--- src/rtl/vin_timing_monitor.sv ---
// Video input timing monitor: measures hs/vs/de line and frame timing and locks after
// LOCK_FRAMES conforming frames. Define VIN_MON_STATS_EN to build the measurement outputs.
module vin_timing_monitor #(
  parameter int H_WIDTH     = 1920,
  parameter int H_TOTAL     = 2200,
  parameter int V_HEIGHT    = 1080,
  parameter int LOCK_FRAMES = 4,
  parameter int CW          = 12
) (
  input  logic          clk_i,
  input  logic          rst_ni,
  input  logic          hs_i,
  input  logic          vs_i,
  input  logic          de_i,
  output logic          locked_o,
  output logic          frame_start_o,
  output logic [7:0]    err_count_o,
  output logic [CW-1:0] h_active_o,
  output logic [CW-1:0] h_total_o,
  output logic [CW-1:0] v_active_o
);

  typedef enum logic [1:0] {SEARCH, CHECK, LOCKED} state_t;

  localparam logic [CW-1:0] CNT_MAX    = '1;
  localparam logic [CW-1:0] H_WIDTH_C  = CW'(H_WIDTH);
  localparam logic [CW-1:0] H_TOTAL_C  = CW'(H_TOTAL);
  localparam logic [CW-1:0] V_HEIGHT_C = CW'(V_HEIGHT);
  localparam logic [3:0]    LOCK_C     = 4'(LOCK_FRAMES);

  logic hs_r, vs_r, de_r, hs_p, vs_p, de_p;
  logic hs_rise, vs_rise, de_rise, de_fall;
  logic [CW-1:0] h_cnt, de_cnt, v_cnt;
  logic bad, bad_next, line_valid, timeout, frame_ok;
  state_t state, state_next;
  logic [3:0] good_cnt, good_next;
  logic err_inc, locked_d;

  // NOTE: sequential state uses non-blocking (<=) so every flop samples pre-edge values.
  always_ff @(posedge clk_i or negedge rst_ni) begin
    if (!rst_ni) begin
      {hs_r, vs_r, de_r} <= '0;
      {hs_p, vs_p, de_p} <= '0;
    end else begin
      {hs_r, vs_r, de_r} <= {hs_i, vs_i, de_i};
      {hs_p, vs_p, de_p} <= {hs_r, vs_r, de_r};
    end
  end

  assign hs_rise = hs_r & ~hs_p;
  assign vs_rise = vs_r & ~vs_p;
  assign de_rise = de_r & ~de_p;
  assign de_fall = ~de_r & de_p;

  // A saturated line counter means hs has vanished for longer than any legal line.
  assign timeout  = (h_cnt == CNT_MAX);
  assign bad_next = bad
                  | (hs_rise & line_valid & (h_cnt != H_TOTAL_C))
                  | (de_fall & (de_cnt != H_WIDTH_C));
  assign frame_ok = ~bad_next & (v_cnt == V_HEIGHT_C);

  always_ff @(posedge clk_i or negedge rst_ni) begin
    if (!rst_ni) begin
      h_cnt      <= '0;
      de_cnt     <= '0;
      v_cnt      <= '0;
      bad        <= 1'b0;
      line_valid <= 1'b0;
    end else begin
      if (hs_rise)        h_cnt <= CW'(1);
      else if (!timeout)  h_cnt <= h_cnt + 1'b1;

      if (de_rise)                         de_cnt <= CW'(1);
      else if (de_r && de_cnt != CNT_MAX)  de_cnt <= de_cnt + 1'b1;

      if (vs_rise)                           v_cnt <= '0;
      else if (de_rise && v_cnt != CNT_MAX)  v_cnt <= v_cnt + 1'b1;

      bad <= vs_rise ? 1'b0 : bad_next;

      if (timeout)                          line_valid <= 1'b0;
      else if (hs_rise && state != SEARCH)  line_valid <= 1'b1;
    end
  end

  always_ff @(posedge clk_i or negedge rst_ni) begin
    if (!rst_ni) begin
      state    <= SEARCH;
      good_cnt <= '0;
    end else begin
      state    <= state_next;
      good_cnt <= good_next;
    end
  end

  // NOTE: defaults first in every always_comb so no path leaves a variable unassigned (no latch).
  always_comb begin
    state_next = state;
    good_next  = good_cnt;
    unique case (state)
      SEARCH: if (vs_rise) begin
        state_next = CHECK;
        good_next  = '0;
      end
      CHECK: if (vs_rise) begin
        if (frame_ok) begin
          if (good_cnt != 4'hF) good_next = good_cnt + 1'b1;
          if (good_cnt + 4'd1 == LOCK_C) state_next = LOCKED;
        end else begin
          good_next = '0;
        end
      end
      LOCKED: if (vs_rise && !frame_ok) begin
        state_next = CHECK;
        good_next  = '0;
      end
      default: begin
        state_next = SEARCH;
        good_next  = '0;
      end
    endcase
    // Loss of hs overrides any same-cycle frame decision.
    if (timeout) begin
      state_next = SEARCH;
      good_next  = '0;
    end
  end

  always_comb begin
    locked_d = (state == LOCKED);
    err_inc  = (state == LOCKED) && (timeout || (vs_rise && !frame_ok));
  end

  always_ff @(posedge clk_i or negedge rst_ni) begin
    if (!rst_ni) begin
      locked_o    <= 1'b0;
      err_count_o <= '0;
    end else begin
      locked_o <= locked_d;
      if (err_inc && err_count_o != 8'hFF) err_count_o <= err_count_o + 1'b1;
    end
  end

  assign frame_start_o = vs_rise;

`ifdef VIN_MON_STATS_EN
  logic [CW-1:0] de_last, h_last;

  // Measurements landing on the vs rise cycle itself are forwarded into the snapshot.
  always_ff @(posedge clk_i or negedge rst_ni) begin
    if (!rst_ni) begin
      de_last    <= '0;
      h_last     <= '0;
      h_active_o <= '0;
      h_total_o  <= '0;
      v_active_o <= '0;
    end else begin
      if (de_fall) de_last <= de_cnt;
      if (hs_rise) h_last  <= h_cnt;
      if (vs_rise) begin
        h_active_o <= de_fall ? de_cnt : de_last;
        h_total_o  <= hs_rise ? h_cnt : h_last;
        v_active_o <= v_cnt;
      end
    end
  end
`else
  assign h_active_o = '0;
  assign h_total_o  = '0;
  assign v_active_o = '0;
`endif

endmodule
--- config.mk ---
export PLATFORM = sky130hd
export DESIGN_NAME = vin_timing_monitor
export DESIGN_NICKNAME = d
export VERILOG_FILES = /design/src/rtl/vin_timing_monitor.sv
export SDC_FILE = /design/constraint.sdc
export NUM_CORES = 1
export LEC_CHECK = 0
export CAP_MARGIN = 20
export CORE_UTILIZATION = 58
export DETAILED_ROUTE_END_ITERATION = 10
export PLACE_DENSITY_LB_ADDON = 0.05
export SLEW_MARGIN = 10
export SYNTH_ARGS = -nofsm -noshare
export SYNTH_HDL_FRONTEND = slang
export SYNTH_SLANG_ARGS = --single-unit
--- constraint.sdc ---
create_clock -name clk_i -period 3 [get_ports clk_i]
set_input_delay 0.6 -clock clk_i [delete_from_list [all_inputs] [get_ports clk_i]]
set_output_delay 0.6 -clock clk_i [all_outputs]
set_load 0.05 [all_outputs]
# Word level (Yosys, flattened, before mapping)
# Index checks and enable logic that the tools add are counted.
dict set report op_classes {
  add_sub_neg 5
  n_eq_ne 18
  n_mux 23
  n_bitwise 15
  n_reduce_logical 15
}
# operator count
set op_table {}
lappend op_table {{$mux 12} 6}
lappend op_table {{$add 12x1->12 const B} 3}
lappend op_table {{$ne 12x12->1 const B} 3}
lappend op_table {{$mux 4} 6}
lappend op_table {{$eq 12x11->1 const B} 1}
lappend op_table {{$eq 12x12->1 const B} 1}
lappend op_table {{$mux 2} 6}
lappend op_table {{$ne 12x11->1 const B} 1}
lappend op_table {{$ne 3x3->1 const B} 4}
lappend op_table {{$pmux 4 s3} 1}
lappend op_table {{$add 8x1->8 const B} 1}
lappend op_table {{$and 1x1->1} 8}
lappend op_table {{$ne 4x4->1 const B} 2}
lappend op_table {{$ne 8x8->1 const B} 1}
lappend op_table {{$reduce_bool 2->1} 4}
lappend op_table {{$logic_and 1x1->1} 6}
lappend op_table {{$pmux 2 s3} 1}
lappend op_table {{$not 1->1} 5}
lappend op_table {{$reduce_and 5->1} 1}
lappend op_table {{$add 4x1->4 const B} 1}
lappend op_table {{$eq 4x3->1 const B} 1}
lappend op_table {{$reduce_and 4->1} 1}
lappend op_table {{$mux 1} 3}
lappend op_table {{$ne 3x2->1 const B} 1}
lappend op_table {{other kinds (7)} 8}
dict set report totals {
  register_bits 59
  in_bits 5
  output_inout_bits 46
  elab_cells 91
}

# Depth between registers and ports, before layout
# Gate-level depths: netlist of run 1.
dict set report logic_depth {
  word_depth 13
  ltp_mapped 8
}

# Worst setup path before layout of run 1
# Ideal clock, no wire load.
dict set report synth_timing {
  path_kind {register to register}
  start {reg err_count_o[0]}
  end {reg err_count_o[1]}
  t_arrival_ns 1.811
  required_ns 2.872
  slack_ns 1.062
  stages_incl_launch_ff 7
  period_less_slack_ns 1.938
  path_cell_list {dfrtp_1 -> ha_1 -> and3_1 -> nand3_1 -> o211ai_1 -> a21oi_4 -> mux2_1}
}
dict set report synth_via {
  elab_chain_len 2
}
# item line_no
set synth_rtl {}
lappend synth_rtl {{start, declared} 17} ;# output logic [7:0] err_count_o,
lappend synth_rtl {{start signal, assigned} 140} ;# if (err_inc && err_count_o != 8'hFF) err_count_o <= err_count_o + 1'b1;
lappend synth_rtl {{parallel branches: the longest is 2 deep, another holds $add 8x1->8} --}
# Parallel ways; which one is timed is not known.
# A chain may end at the register's enable or synchronous reset.

# Worst setup path in the final report of run 1
dict set report layout_timing {
  start {reg vs_p}
  end {out frame_start_o}
}
dict set report layout_via {
  elab_chain_len 2
}
# item line_no
set layout_rtl {}
lappend layout_rtl {{start, declared} 31} ;# logic hs_r, vs_r, de_r, hs_p, vs_p, de_p;
lappend layout_rtl {{start signal, assigned} 46} ;# {hs_p, vs_p, de_p} <= {hs_r, vs_r, de_r};
lappend layout_rtl {{$not 1->1} 51} ;# assign vs_rise = vs_r & ~vs_p;
lappend layout_rtl {{$and 1x1->1} 51}
lappend layout_rtl {{end, declared} 16} ;# output logic frame_start_o,
# Every way passes these cells.

==> flow_summary_export.csv, run 1 <==
group,metric,value,unit
yosys,synthCells,332,
yosys,synth_ff_type,"dfrtp_1",
timing,fin_crit,2.39,ns
critical_path,reg2reg_depth,8,
cells_and_area,area_growth,9.35,%
die,coreArea,5270,sq um
timing,rsz0062_at_grt,"no",
pwr,p_leak,1.64,nW
placement,gp_congestion,0.777,
cells_and_area,final_util,67.8,%
clock_tree,cts_hold_buffers,0,
run_status,outcome,"completed",
clock_tree,post_cts_buffers,0,
timing,drv_slew,0,
cells_and_area,antennaDiodeCount,0,
placement,dp_cells,415,
clock_tree,cts_root_buf,"clkbuf_8",
cells_and_area,nets,369,
cells_and_area,final_cell_mix,"59 x dfrtp_1, 37 x nor2_1, 36 x conb_1, 23 x nand2_1, 20 x xnor2_1",
drt,wl,5800,um
timing,finalSetupTns,0,ns
die,die_x,77.1,um
global_route,grt_pass1_wl,9870,um
global_route,antenna_found_initial,0,
global_route,grt-ovfl-total,0,
drt,wl_per_cell,13.4,um
critical_path,crit_fanout,5,
timing,layout_setup_ws,0.607,ns
yosys,yosysTopAreaCell,"dfrtp_1",
timing,period_share,79.8,%
placement,pre_cts_slack,0.939,ns
cells_and_area,fin_cells,431,
critical_path,crit_required,2.40,ns
clock_tree,cts_tree,"yes",
drt,first_pass_iters,4,
global_route,grt_max_degree,23,
timing,tightestPinTransition,0.503,ns
cells_and_area,drive_above_1_share,10.5,%
yosys,seq_area_frac_synth,45.2,%
clock_tree,clk_path_buf_depth,2,
hold_path,min_path_type,"in2async",
timing,clock_skew,0.0102,ns
die,top_level_ports,51,
timing,slew_headroom,66.4,%
yosys,synth_area_per_cell,9.84,sq um
clock_tree,numCtsBuffers,9,
timing,clock.fmax,418,MHz
drt,drc_errors,0,
yosys,synth_top_area_share,45.2,%
yosys,async_flop_share,100,%
yosys,synthesis.area,3270,sq um
die,die_area,5940,sq um
clock_tree,post_cts_resized,0,
clock_tree,htree_levels,3,
critical_path,endpoint_kind,"primary output",
cells_and_area,final_common_cell,"dfrtp_1",
clock_tree,clock-sinks,59,
drt,drt_iter0_markers,150,
critical_path,crit_path_max_incr_delay,0.79,ns
critical_path,worstReg2RegStart,"v_cnt[0]",
clock_tree,insertion_delay,0.34,ns
die,std_cell_rows,26,
critical_path,r2r-end,"good_cnt[3]",
critical_path,worstSetupStartpointType,"flip-flop",
die,start_util,62.0,%
pwr,peakVddDrop,0.356,mV
drt,viasPerCell,5.35,
critical_path,r2r_slack,0.93,ns
yosys,ys_top_cells_by_area,"dfrtp_1 45%, buf_4 8.3%, xnor2_1 5.4%",
timing,hold_violations,0,
timing,finalSetupViolCount,0,
yosys,yosysWarningCount,0,
clock_tree,clk_pin_slew,0.07,ns
global_route,grt_pass1_vias,2093,
critical_path,crit_slowest_cell,"clkdlybuf4s50_1",
drt,postRouteAntennaNets,0,
die,dieHeight,77.1,um
placement,io_buffers,14,
pwr,power_density,544,nW/um^2
yosys,synth-seq-cells,59,
critical_path,crit_chain,"nand2b_1 -> clkinv_1 -> clkdlybuf4s50_1",
critical_path,path_class,"reg2out",
drt,via_count,2307,
run,cap_violations,0,
placement,dp_hpwl,4010,um
global_route,grt.total_usage,21.8,%
yosys,synth-edff-count,0,
yosys,synth_cell_types,57,
critical_path,arrival,1.79,ns
pwr,fin_total_pwr,1.94,mW
[synthesized netlist by cell type, drive strengths merged, types with 2 or more instances]
master	instances
a211oi	3
a21oi	14
a31oi	2
and2	2
and2b	2
and3	10
and4	2
and4b	2
buf	37
clkbuf	3
dfrtp	59
ha	8
inv	12
mux2i	2
nand2	23
nand2b	4
nand3	20
nand4	11
nor2	38
nor3	8
nor4b	2
o211ai	2
o21ai	10
or3	6
xnor2	20
xor2	13
[where the power goes]
part | internal [mW] | switching, mW
combinational | 0.0743 | 0.195
sequential | 0.843 | 0.0584
clock | 0.462 | 0.311
[routing by layer]
layer / global-route usage, % / routed length, um / part of all wire [%] / vias up
met5: 0 / 0 / 0 / -
met4: 10.0 / 97 / 1.7 / 0
met3: 7.02 / 225 / 3.9 / 11
met2: 35.1 / 2870 / 49 / 48
met1: 26.7 / 2610 / 45 / 1130
li1: - / - / - / 1118
[worst max-delay path, delay by kind of cell, from the launching register on]
kind                   cells  cell delay [ns]
DFF                        1             0.35
and+or+nand+nor            1             0.21
buffers and inverters      2             0.88
[registers in the layout (all words and copies together) (netlist names)]
register / count
err_count_o: 8
vs_p: 1
line_valid: 1
hs_r: 1
de_r: 1
h_cnt: 12
hs_p: 1
de_p: 1
v_cnt: 12
locked_o: 1
state: 2
vs_r: 1
good_cnt: 4
de_cnt: 12
bad: 1
[how the worst max path moves through the flow]
stage / slack [ns] / depth (start not counted) / to / from
floorplan: 1.06 / 6 / err_count_o[1] / err_count_o[0]
global placement: 0.98 / 3 / frame_start_o / vs_p
detailed placement: 0.94 / 8 / good_cnt[3] / de_cnt[0]
CTS: 0.57 / 3 / frame_start_o / vs_p
global route: 0.54 / 3 / frame_start_o / vs_p
finish: 0.61 / 3 / frame_start_o / vs_p
[layout make-up]
cell class	count	area (sq um)
fillers	452	1700
flip-flops and latches	59	1480
clock inverters	6	80.1
inverters	13	48.8
clock buffers	10	128
multi-input cells	255	1590
repair buffers	18	165
well taps	70	87.6
[kinds of logic after synthesis]
kind of cell    Yosys count  share of synthesized area (%)
other cells               1                          0.115
compound gates           38                           8.50
fa+ha+maj                 8                           3.06
simple gates            137                           23.1
xor+xnor                 33                           8.85
flops                    59                           45.2
buf+inv                  53                           10.3
mux                       3                          0.957
[metrics by stage]
stage          area, sq um  hold WS [ns]
3_5_place_dp          3360         0.362
5_1_grt               3570         0.229
6_report              3570         0.201
4_1_cts               3570         0.199
2_1_floorplan         3400         0.304
3_3_place_gp          3360         0.356
Power figures use the tool's default switching activity.
==> run 2: changes to the inputs <==
--- a/config.mk
+++ b/config.mk
@@ -6,7 +6,7 @@
 export NUM_CORES = 1
 export LEC_CHECK = 0
 export CAP_MARGIN = 20
-export CORE_UTILIZATION = 58
+export CORE_UTILIZATION = 49
 export DETAILED_ROUTE_END_ITERATION = 10
 export PLACE_DENSITY_LB_ADDON = 0.05
 export SLEW_MARGIN = 10
==> constraint.sdc (replaced) <==
create_clock -name clk_i -period 2.05 [get_ports clk_i]
set_input_delay 0.41 -clock clk_i [delete_from_list [all_inputs] [get_ports clk_i]]
set_output_delay 0.41 -clock clk_i [all_outputs]
set_load 0.05 [all_outputs]
==> flow_summary_export.csv, run 2 (same netlist as run 1, synthesis figures left out) <==
group,metric,value,unit
run_status,outcome,"completed",
pwr,p_seq_share,47.0,%
global_route,antenna_found_initial,0,
pwr,power_density,758,nW/um^2
pwr,p_leak,1.73,nW
critical_path,crit_fanout,3,
timing,tightestPinTransition,0.504,ns
clock_tree,cts_root_buf,"clkbuf_8",
drt,first_pass_iters,4,
pwr,swShare,30.8,%
critical_path,crit_slowest_cell,"clkdlybuf4s50_1",
hold_path,min_path_type,"in2async",
clock_tree,insertion_delay,0.34,ns
clock_tree,htree_levels,3,
die,dieHeight,83.7,um
global_route,grt_pass1_wl,9950,um
critical_path,path_class,"reg2out",
critical_path,crit_path_max_incr_delay,0.83,ns
timing,drv_slew,0,
critical_path,endpoint_kind,"primary output",
pwr,peakVddDrop,0.563,mV
die,start_util,51.2,%
drt,drt_iter0_markers,76,
global_route,grt_pass1_vias,2130,
cells_and_area,register_area,1480,sq um
die,top_level_ports,51,
clock_tree,cts_tree,"yes",
cells_and_area,final_common_cell,"dfrtp_1",
drt,viasPerCell,5.14,
clock_tree,clk_pin_slew,0.07,ns
die,std_cell_rows,29,
timing,clock.fmax,507,MHz
critical_path,crit_chain,"clkdlybuf4s50_1",
pwr,comb_power_share,15.9,%
timing,clock_skew,0.00854,ns
cells_and_area,final_util,57.9,%
cells_and_area,fillCellCount,563,
drt,wl_per_cell,13.1,um
critical_path,arrival,1.56,ns
cells_and_area,drive_above_1_share,15.1,%
pwr,p_clk_share,37.1,%
clock_tree,clk_path_buf_depth,2,
cells_and_area,antennaDiodeCount,0,
run,cap_violations,0,
pwr,switchingPower,0.864,mW
cells_and_area,final_cell_mix,"59 x dfrtp_1, 37 x nor2_1, 36 x conb_1, 23 x nand2_1, 20 x xnor2_1",
global_route,grt_max_degree,60,
critical_path,cp_top_family,"buffers and inverters",
global_route,grt.total_usage,18.1,%
cells_and_area,nets,379,
placement,dp_hpwl,3940,um
placement,gp_congestion,0.760,
timing,fin_crit,1.97,ns
placement,pre_cts_slack,-0.00410,ns
die,die_x,83.7,um
timing,period_share,96.2,%
timing,layout_setup_ws,0.0782,ns
cells_and_area,reg.largest.list,"de_cnt (12), h_cnt (12), v_cnt (12)",
critical_path,crit_required,1.64,ns
drt,wl,5850,um
cells_and_area,area_growth,13.1,%
placement,io_buffers,14,
drt,postRouteAntennaNets,0,
die,coreArea,6390,sq um
critical_path,cp_num_buf_inv,1,
drt,via_count,2301,
timing,finalSetupViolCount,0,
critical_path,worstSetupStartpointType,"flip-flop",
global_route,grt-ovfl-total,0,
clock_tree,cts_hold_buffers,0,
clock_tree,numCtsBuffers,9,
cells_and_area,multi_input_area,1620,sq um
die,die_area,7000,sq um
pwr,p_int,1.94,mW
timing,slew_headroom,66.2,%
drt,drc_errors,0,
clock_tree,clock-sinks,59,
timing,hold_violations,0,
[run 2: changes by cell type in the layout (fill, tap and decap cells not counted), moves of 2 or more]
cell / change
buf_4: +10
clkdlybuf4s50_1: -4
clkinv_2: -3
clkinvlp_4: +3
dlymetal6s2s_1: +3
inv_2: +3
inv_1: -2
[run 2: power groups by stage]
stage	Sequential (mW)	Clock (mW)	Combinational (mW)
6_report	1.32	1.04	0.444
5_1_grt	1.33	1.13	0.489
3_5_place_dp	1.34	0	0.407
2_1_floorplan	1.32	0	0.382
3_3_place_gp	1.34	0	0.403
4_1_cts	1.32	1.08	0.413
[run 2: per-stage QoR]
step / instance area, sq um / cells / hold WS, ns / total power [mW] / TNS, ns
after floorplan: 3400 / 367 / 0.114 / 1.70 / 0
after global placement: 3420 / 427 / 0.365 / 1.74 / 0
after detailed placement: 3420 / 427 / 0.357 / 1.74 / -0.00410
after CTS: 3630 / 443 / 0.0708 / 2.81 / 0
after global routing: 3690 / 448 / 0.0873 / 2.95 / -0.00851
final: 3690 / 448 / 0.0730 / 2.80 / 0
[run 2: worst paths after layout]
| kind | startpoint | to | slack (ns) | cells past startpoint |
|---|---|---|---|---|
| max in group asynchronous | rst_ni | de_cnt[2] | 1.71 | 2 |
| setup reg to reg | h_cnt[0] | good_cnt[1] | 0.10 | 8 |
| hold reg to reg | hs_r | hs_p | 0.38 | 0 |
| setup / recovery | err_count_o[7] | err_count_o[7] | 0.08 | 1 |
| min in group clk_i | hs_r | hs_p | 0.38 | 0 |
| hold / removal | rst_ni | h_cnt[2] | 0.07 | 2 |
[run 2: cell type report]
type | instances | area share, %
clock buffers | 10 | 3.45
clock inverters | 6 | 1.79
inverters | 13 | 1.32
multi-input cells | 255 | 43.9
flip-flops and latches | 59 | 40.0
well taps | 77 | 2.61
repair buffers | 28 | 6.98
[run 2: routing by layer]
metal,global-route usage (%),wire (um),up-vias
met5,0,0,-
met4,6.63,86,0
met3,6.23,247,9
met2,28.1,2750,45
met1,23.6,2770,1107
li1,-,-,1140
[run 2: repair_timing]
action | 4_1_cts | 5_1_grt
gates resized for setup | 2 | 10
setup endpoints to repair | 5 | 16
setup buffers | 0 | 5
pin swaps | 2 | 9
